==> config.mk <==
export PLATFORM = sky130hd
export DESIGN_NAME = lsu_mem_ctrl
export DESIGN_NICKNAME = d
export VERILOG_FILES = /design/src/rtl/lsu_mem_ctrl.sv
export SDC_FILE = /design/constraint.sdc
export NUM_CORES = 1
export LEC_CHECK = 0
export ABC_AREA = 1
export ABC_CLOCK_PERIOD_IN_PS = 3400
export CAP_MARGIN = 0
export CORE_AREA = 2 2 142 144
export CTS_CLUSTER_DIAMETER = 80
export DETAILED_ROUTE_END_ITERATION = 10
export DIE_AREA = 0 0 144 146
export GPL_TIMING_DRIVEN = 0
export HOLD_SLACK_MARGIN = 0.06
export PLACE_DENSITY = 0.85
export SYNTH_ARGS = -nofsm -noshare
export SYNTH_HDL_FRONTEND = slang
export SYNTH_SLANG_ARGS = --single-unit
export TNS_END_PERCENT = 100
==> constraint.sdc <==
create_clock -name clk -period 3.4 [get_ports clk]
set_input_delay 0.68 -clock clk [delete_from_list [all_inputs] [get_ports clk]]
set_output_delay 0.68 -clock clk [all_outputs]
set_load 0.05 [all_outputs]
==> src/rtl/lsu_mem_ctrl.sv <==
// Load/store memory controller: decodes one load/store, runs a single req/gnt/rvalid access and
// returns the raw read word with the captured instruction and address. Optional macro: LSU_TIMEOUT_EN.
module lsu_mem_ctrl #(
    parameter int unsigned ADDR_W      = 32,
    parameter int unsigned DATA_W      = 32
`ifdef LSU_TIMEOUT_EN
    ,
    parameter int unsigned TIMEOUT_CYC = 255
`endif
) (
    input  logic              clk,
    input  logic              rst_n,
    input  logic              req_valid,
    output logic              req_ready,
    input  logic [31:0]       req_idata,
    input  logic [ADDR_W-1:0] req_addr,
    input  logic [DATA_W-1:0] req_wdata,
    output logic              resp_valid,
    output logic [31:0]       resp_idata,
    output logic [ADDR_W-1:0] resp_daddr,
    output logic [DATA_W-1:0] resp_drdata,
    output logic              resp_err,
    output logic              mem_req,
    output logic              mem_we,
    output logic [ADDR_W-1:0] mem_addr,
    output logic [3:0]        mem_be,
    output logic [DATA_W-1:0] mem_wdata,
    input  logic              mem_gnt,
    input  logic              mem_rvalid,
    input  logic [DATA_W-1:0] mem_rdata
);

    localparam logic [6:0] OpLoad  = 7'b0000011;
    localparam logic [6:0] OpStore = 7'b0100011;

    typedef enum logic [1:0] {StIdle, StReq, StWait, StResp} state_e;

    state_e            state;
    logic [31:0]       idata_q;
    logic [ADDR_W-1:0] addr_q;
    logic              is_load_q;

`ifdef LSU_TIMEOUT_EN
    localparam int unsigned CntW = ($clog2(TIMEOUT_CYC + 1) > 8) ? $clog2(TIMEOUT_CYC + 1) : 8;
    logic [CntW-1:0] cnt;
    logic            timeout;
    assign timeout = (cnt == CntW'(TIMEOUT_CYC - 1));
`endif

    logic [6:0]        opcode;
    logic [2:0]        funct3;
    logic [1:0]        lane;
    logic              dec_err;
    logic              dec_we;
    logic [3:0]        dec_be;
    logic [DATA_W-1:0] dec_wdata;

    assign opcode = req_idata[6:0];
    assign funct3 = req_idata[14:12];
    assign lane   = req_addr[1:0];

    always_comb begin
        dec_err   = 1'b1;
        dec_we    = 1'b0;
        dec_be    = 4'b1111;
        dec_wdata = req_wdata;
        if (opcode == OpLoad) begin
            case (funct3)
                3'b000, 3'b100: dec_err = 1'b0;
                3'b001, 3'b101: dec_err = lane[0];
                3'b010:         dec_err = (lane != 2'b00);
                default:        dec_err = 1'b1;
            endcase
        end else if (opcode == OpStore) begin
            dec_we = 1'b1;
            case (funct3)
                3'b000: begin
                    dec_err   = 1'b0;
                    dec_be    = 4'b0001 << lane;
                    dec_wdata = {4{req_wdata[7:0]}};
                end
                3'b001: begin
                    dec_err   = lane[0];
                    dec_be    = 4'b0011 << lane;
                    dec_wdata = {2{req_wdata[15:0]}};
                end
                3'b010:  dec_err = (lane != 2'b00);
                default: dec_err = 1'b1;
            endcase
        end
    end

    always_ff @(posedge clk or negedge rst_n) begin
        if (!rst_n) begin
            state       <= StIdle;
            req_ready   <= 1'b1;
            resp_valid  <= 1'b0;
            resp_idata  <= '0;
            resp_daddr  <= '0;
            resp_drdata <= '0;
            resp_err    <= 1'b0;
            mem_req     <= 1'b0;
            mem_we      <= 1'b0;
            mem_addr    <= '0;
            mem_be      <= '0;
            mem_wdata   <= '0;
            idata_q     <= '0;
            addr_q      <= '0;
            is_load_q   <= 1'b0;
`ifdef LSU_TIMEOUT_EN
            cnt         <= '0;
`endif
        end else begin
            case (state)
                StIdle: begin
                    if (req_valid) begin
                        req_ready <= 1'b0;
                        idata_q   <= req_idata;
                        addr_q    <= req_addr;
                        is_load_q <= ~dec_we;
                        mem_we    <= dec_we;
                        mem_addr  <= {req_addr[ADDR_W-1:2], 2'b00};
                        mem_be    <= dec_be;
                        mem_wdata <= dec_wdata;
`ifdef LSU_TIMEOUT_EN
                        cnt       <= '0;
`endif
                        if (dec_err) begin
                            state       <= StResp;
                            resp_valid  <= 1'b1;
                            resp_err    <= 1'b1;
                            resp_drdata <= '0;
                            resp_idata  <= req_idata;
                            resp_daddr  <= req_addr;
                        end else begin
                            state   <= StReq;
                            mem_req <= 1'b1;
                        end
                    end
                end
                StReq: begin
                    if (mem_gnt) begin
                        state   <= StWait;
                        mem_req <= 1'b0;
`ifdef LSU_TIMEOUT_EN
                        cnt     <= '0;
                    end else if (timeout) begin
                        state       <= StResp;
                        mem_req     <= 1'b0;
                        resp_valid  <= 1'b1;
                        resp_err    <= 1'b1;
                        resp_drdata <= '0;
                        resp_idata  <= idata_q;
                        resp_daddr  <= addr_q;
                    end else begin
                        cnt <= cnt + CntW'(1);
`endif
                    end
                end
                StWait: begin
                    if (mem_rvalid) begin
                        state       <= StResp;
                        resp_valid  <= 1'b1;
                        resp_err    <= 1'b0;
                        resp_drdata <= is_load_q ? mem_rdata : '0;
                        resp_idata  <= idata_q;
                        resp_daddr  <= addr_q;
`ifdef LSU_TIMEOUT_EN
                    end else if (timeout) begin
                        state       <= StResp;
                        resp_valid  <= 1'b1;
                        resp_err    <= 1'b1;
                        resp_drdata <= '0;
                        resp_idata  <= idata_q;
                        resp_daddr  <= addr_q;
                    end else begin
                        cnt <= cnt + CntW'(1);
`endif
                    end
                end
                StResp: begin
                    state      <= StIdle;
                    resp_valid <= 1'b0;
                    req_ready  <= 1'b1;
                end
                default: state <= StIdle;
            endcase
        end
    end

endmodule
[Yosys cells after proc, flatten, opt, wreduce, memory -nomap -nowiden]
Cells that the tools add are included.
W data, S select, Z words.
Cells by class
  add/sub/neg operators: 0
  $mul: 0
  divide/modulo/power cells: 0
  order comparisons: 0
  equality and inequality tests: 14
  shift operators: 2
  mux-type cells: 42
  bitwise gates (word level): 1
  reduce and logical (&&, ||, !) cells: 15
Operators with widths (count)
  $mux W32: 12
  $pmux W32 S2: 4
  $mux W1: 12
  $reduce_and A4 Y1: 3
  $ne A2 B2 Y1 const B: 5
  $pmux W1 S3: 3
  $mux W2: 4
  $mux W4: 2
  $pmux W2 S4: 1
  $pmux W4 S2: 1
  $reduce_bool A2 Y1: 4
  $eq A7 B2 Y1 const B: 1
  $eq A7 B6 Y1 const B: 1
  $eq A3 B3 Y1 const B: 2
  $pmux W1 S2: 3
  $eq A2 B2 Y1 const B: 2
  $reduce_and A2 Y1: 2
  $reduce_or A2 Y1: 2
  $shl A1 B2 Y4 const A: 1
  $shl A2 B2 Y4 const A: 1
  $eq A3 B1 Y1 const B: 1
  $eq A3 B2 Y1 const B: 1
  $logic_not A3 Y1: 1
  $reduce_and A3 Y1: 1
  4 further kinds: 4
Word-level totals
  bits in registers: 234
  bits in latches: 0
  memory bits (writable): 0
  ROM bits: 0
  input port bits: 133
  output and inout bits: 169
  logic and storage cells: 89
  memories: 0

[Longest topological paths before layout]
  depth in word-level cells: 7
  gate-level depth with buffers: 14
  depth with buffers taken out: 12

[Worst setup path before layout]
No wires, ideal clock.
  path kind: input-to-reg
  start point: input port req_idata[2]
  end point: register mem_req
  setup time: 0.119 ns
  arrival time: 1.747 ns
  required time: 3.281 ns
  slack: 1.534 ns
  cell stages on the path: 14
  buffers on the path: 2
  cells stage by stage: inv_1 nand2_1 nor2_1 nand2_2 nor2_1 nand2_1 nand2_1 nand2_2 buf_6 buf_6 nand2_1 nand2_1 nand2_1 nand2_1
Between the ends
  cells in the longest elaborated chain, start to end: 5
  elaborated cells between the ends (all ways): 6
  classes of those cells: eq/ne: 3; mux: 2; reduce/logical: 1
RTL lines
  start: declaration: line 15  | input logic [31:0] req_idata,
  $eq A7 B6 Y1: line 74  | end else if (opcode == OpStore) begin
  $mux W1: line 74
  $mux W1 *: line 67  | if (opcode == OpLoad) begin
  $ne A2 B2 Y1 (no source line) *
  $reduce_and A4 Y1 (no source line) *
  end signal: assignment: line 102  | mem_req <= 1'b0;
  end signal: assignment: line 137  | mem_req <= 1'b1;
  end signal: assignment: line 144  | mem_req <= 1'b0;
  end: declaration: line 23  | output logic mem_req,
Mark *: on every way between the ends. The rest lies on a longest branch, timed or not.
A chain may end at the register's enable or synchronous reset.

[Worst setup path after layout]
  start point: register req_ready
  end point: output port req_ready
RTL lines
  start: declaration: line 14  | output logic req_ready,
  start signal: assignment: line 96  | req_ready <= 1'b1;
  start signal: assignment: line 117  | req_ready <= 1'b0;
  start signal: assignment: line 184  | req_ready <= 1'b1;
No word-level cell between the ends.

==> metrics.csv <==
metric,value,unit
status,finished clean,
"FFs w/ async S/R, synth",1.00,
Final GP Congestion,0.884,
R2R cell count,7,
Min-Delay Path Class,primary input to async pin,
crit path max fanout,2,
reg2reg start,state[0],
Tmin final,2.54,ns
DP HPWL,22.4,mm
most frequent cells after synthesis,"nand2_1, dfrtp_1, o21ai_0, inv_1, nand4_1",
FP Rows,51,
number of global-route vias before repair,9699,
"Slowest-stage cell, CP",clkdlybuf4s50_1,
"critical path, cell by cell",clkdlybuf4s50_1,
Finished Cell Area,13900,µm²
cell area after synthesis,9710,µm²
largest net degree at the start of global routing,106,
Via density,5.32,
GR Util met2,0.506,
DRT Wirelength,31.6,mm
Slew @ Worst Pin,0.811,ns
setup bufs post-CTS,0,
# resized after CTS,0,
crit path kind,register to output pin,
Avg WL per Cell,17.3,µm
final setup fails,0,
cts bufs inserted,22,
Worst-Skew Late Latency,0.51,ns
Post-synth EDFFs,0,
crit path capture type,output pin,
clk slew on worst S/H paths,0.06,ns
met1 Track Usage GR,0.377,
cell with the most instances after synthesis,nand2_1,
Final ANT Viol Nets,0,
overall die area,21000,µm²
area grow syn2layout,43.2,%
initial antenna violation count,1,
Setup crit start kind,register,
Cell variety after synth,31,
YS warnings,0,
DRT iter0 DRCs,677,
clock tree from TritonCTS,yes,
layout cell share with drive strength beyond 1,0.0686,
Worst path depth,1,
"Req. time, crit path",2.72,ns
GR Layer Usage met3,0.0652,
Yosys reg bits,204,
hold buffer count at CTS,0,
First-pass DRT Iterations,5,
GR peak layer,met2,
synth top area cells,"dfrtp_1, nand2_1, o21ai_0",
root buffer cell,clkbuf_16,
Slew Limit Fails,0,
fmax,393,MHz
gr usage total,0.299,
Die X,144,µm
Max stage delay on crit path,0.83,ns
PD cells,1160,nW/µm²
H-tree levels,1,
RSZ-0062 raised after global routing,no,
grt total ovfl,0,
DIE HEIGHT,146,µm
P_leak,0.00683,µW
DRC violations left,0,
final hold viol count,0,
first-pass GRT wire length,50.3,mm
Sink Count,204,
core area,19300,µm²
total power,16100,µW
Fillers,1471,
Setup crit end,req_ready,
Max VDD drop,0.576,mV
R2R Path End,addr_q[6],
Final Cycle Share,0.748,
Mean Syn Cell Area,7.96,µm²
total number of vias,9721,
# Max-Cap Violations,0,
share of the synthesized area in the top cell type,0.523,
Starting Density,0.502,
Synth area leader,dfrtp_1,
Crit path max-delay family,buffers and inverters,
reg2reg setup slack,0.92,ns
Nets,1684,
Slew Limit Headroom,0.459,
Placed Area,13100,µm²
Mapped Cells,1221,
Worst setup startpoint,req_ready,
Boundary Pins,302,
Synth Flop Type,dfrtp_1,
clk buf depth,3,
Clock Skew,0.00908,ns
worst path arrival time,1.86,ns
Port Buffers,299,
sequential share of the synthesized area,0.526,
Buf/Inv on CP,1,
## worst min-delay path by stage
stage               slack, ns              end  depth (start not counted)            start
floorplan                0.38        addr_q[0]                          0            rst_n
global placement         0.45  resp_drdata[27]                          2  resp_drdata[27]
detailed placement       0.46   resp_idata[20]                          2   resp_idata[20]
CTS                      0.24   resp_daddr[16]                          1            rst_n
global route             0.27   resp_daddr[29]                          1            rst_n
finish                   0.17   resp_daddr[29]                          1            rst_n
## layer usage
metal	vias to the layer above	part of all wire
met4	0	0.037
li1	4544	-
met5	-	0
met3	91	0.088
met1	4608	0.39
met2	478	0.49
## layout make-up
| type | count | area (µm²) | area share |
|---|---|---|---|
| multi-input cells | 788 | 3560 | 0.256 |
| well taps | 265 | 332 | 0.0238 |
| plain buffers | 112 | 613 | 0.0441 |
| clock inverters | 11 | 241 | 0.0174 |
| diodes | 1 | 2.50 | 0.000180 |
| inverters | 118 | 443 | 0.0318 |
| flip-flops and latches | 204 | 5110 | 0.367 |
| repair buffers | 300 | 3030 | 0.218 |
| clock buffers | 27 | 591 | 0.0425 |
## power breakdown
part / internal (µW) / leakage, µW / switching [µW] / total [µW]
clock: 1770 / 0.000404 / 1010 / 2790
sequential: 3550 / 0.00257 / 689 / 4240
combinational: 2880 / 0.00386 / 6170 / 9050
total: 8200 / 0.00683 / 7870 / 16100
## cell families after synthesis
logic type | Yosys count | share of synthesized area
fa+ha+maj | 5 | 0.00644
buf+inv | 230 | 0.109
flops | 204 | 0.526
other cells | 1 | 0.000386
compound gates | 184 | 0.0984
simple gates | 597 | 0.260
## state kept, by name (all words and copies together) (netlist names)
| register | flops |
|---|---|
| is_load_q | 1 |
| resp_daddr | 32 |
| resp_idata | 32 |
| mem_we | 1 |
| state | 2 |
| resp_valid | 1 |
| mem_req | 1 |
| resp_drdata | 32 |
| resp_err | 1 |
| mem_wdata | 32 |
| req_ready | 1 |
| addr_q | 32 |
| mem_be | 4 |
| idata_q | 32 |
## through the flow
step                      setup TNS [ns]  std cells  setup WS, ns  hold WS [ns]  utilization
after floorplan                        0       1222          1.53         0.384            -
after global placement          -1397.37       1786         -6.88         0.453        0.675
after detailed placement               0       1787         0.624         0.457        0.676
after CTS                              0       1825         0.846         0.244        0.719
after global routing                   0       1825         0.710         0.266        0.719
final                                  0       1826         0.858         0.170        0.719
## cell usage in the layout, fill, tap and decap left out, types with 23 or more instances in the layout
cell type,instances
inv_1,112
nor2_1,63
dfrtp_1,203
nand4_1,98
o21ai_0,155
clkdlybuf4s50_1,298
buf_4,32
clkbuf_16,23
nand2_1,418
clkbuf_1,48
Power figures use the tool's default switching activity.
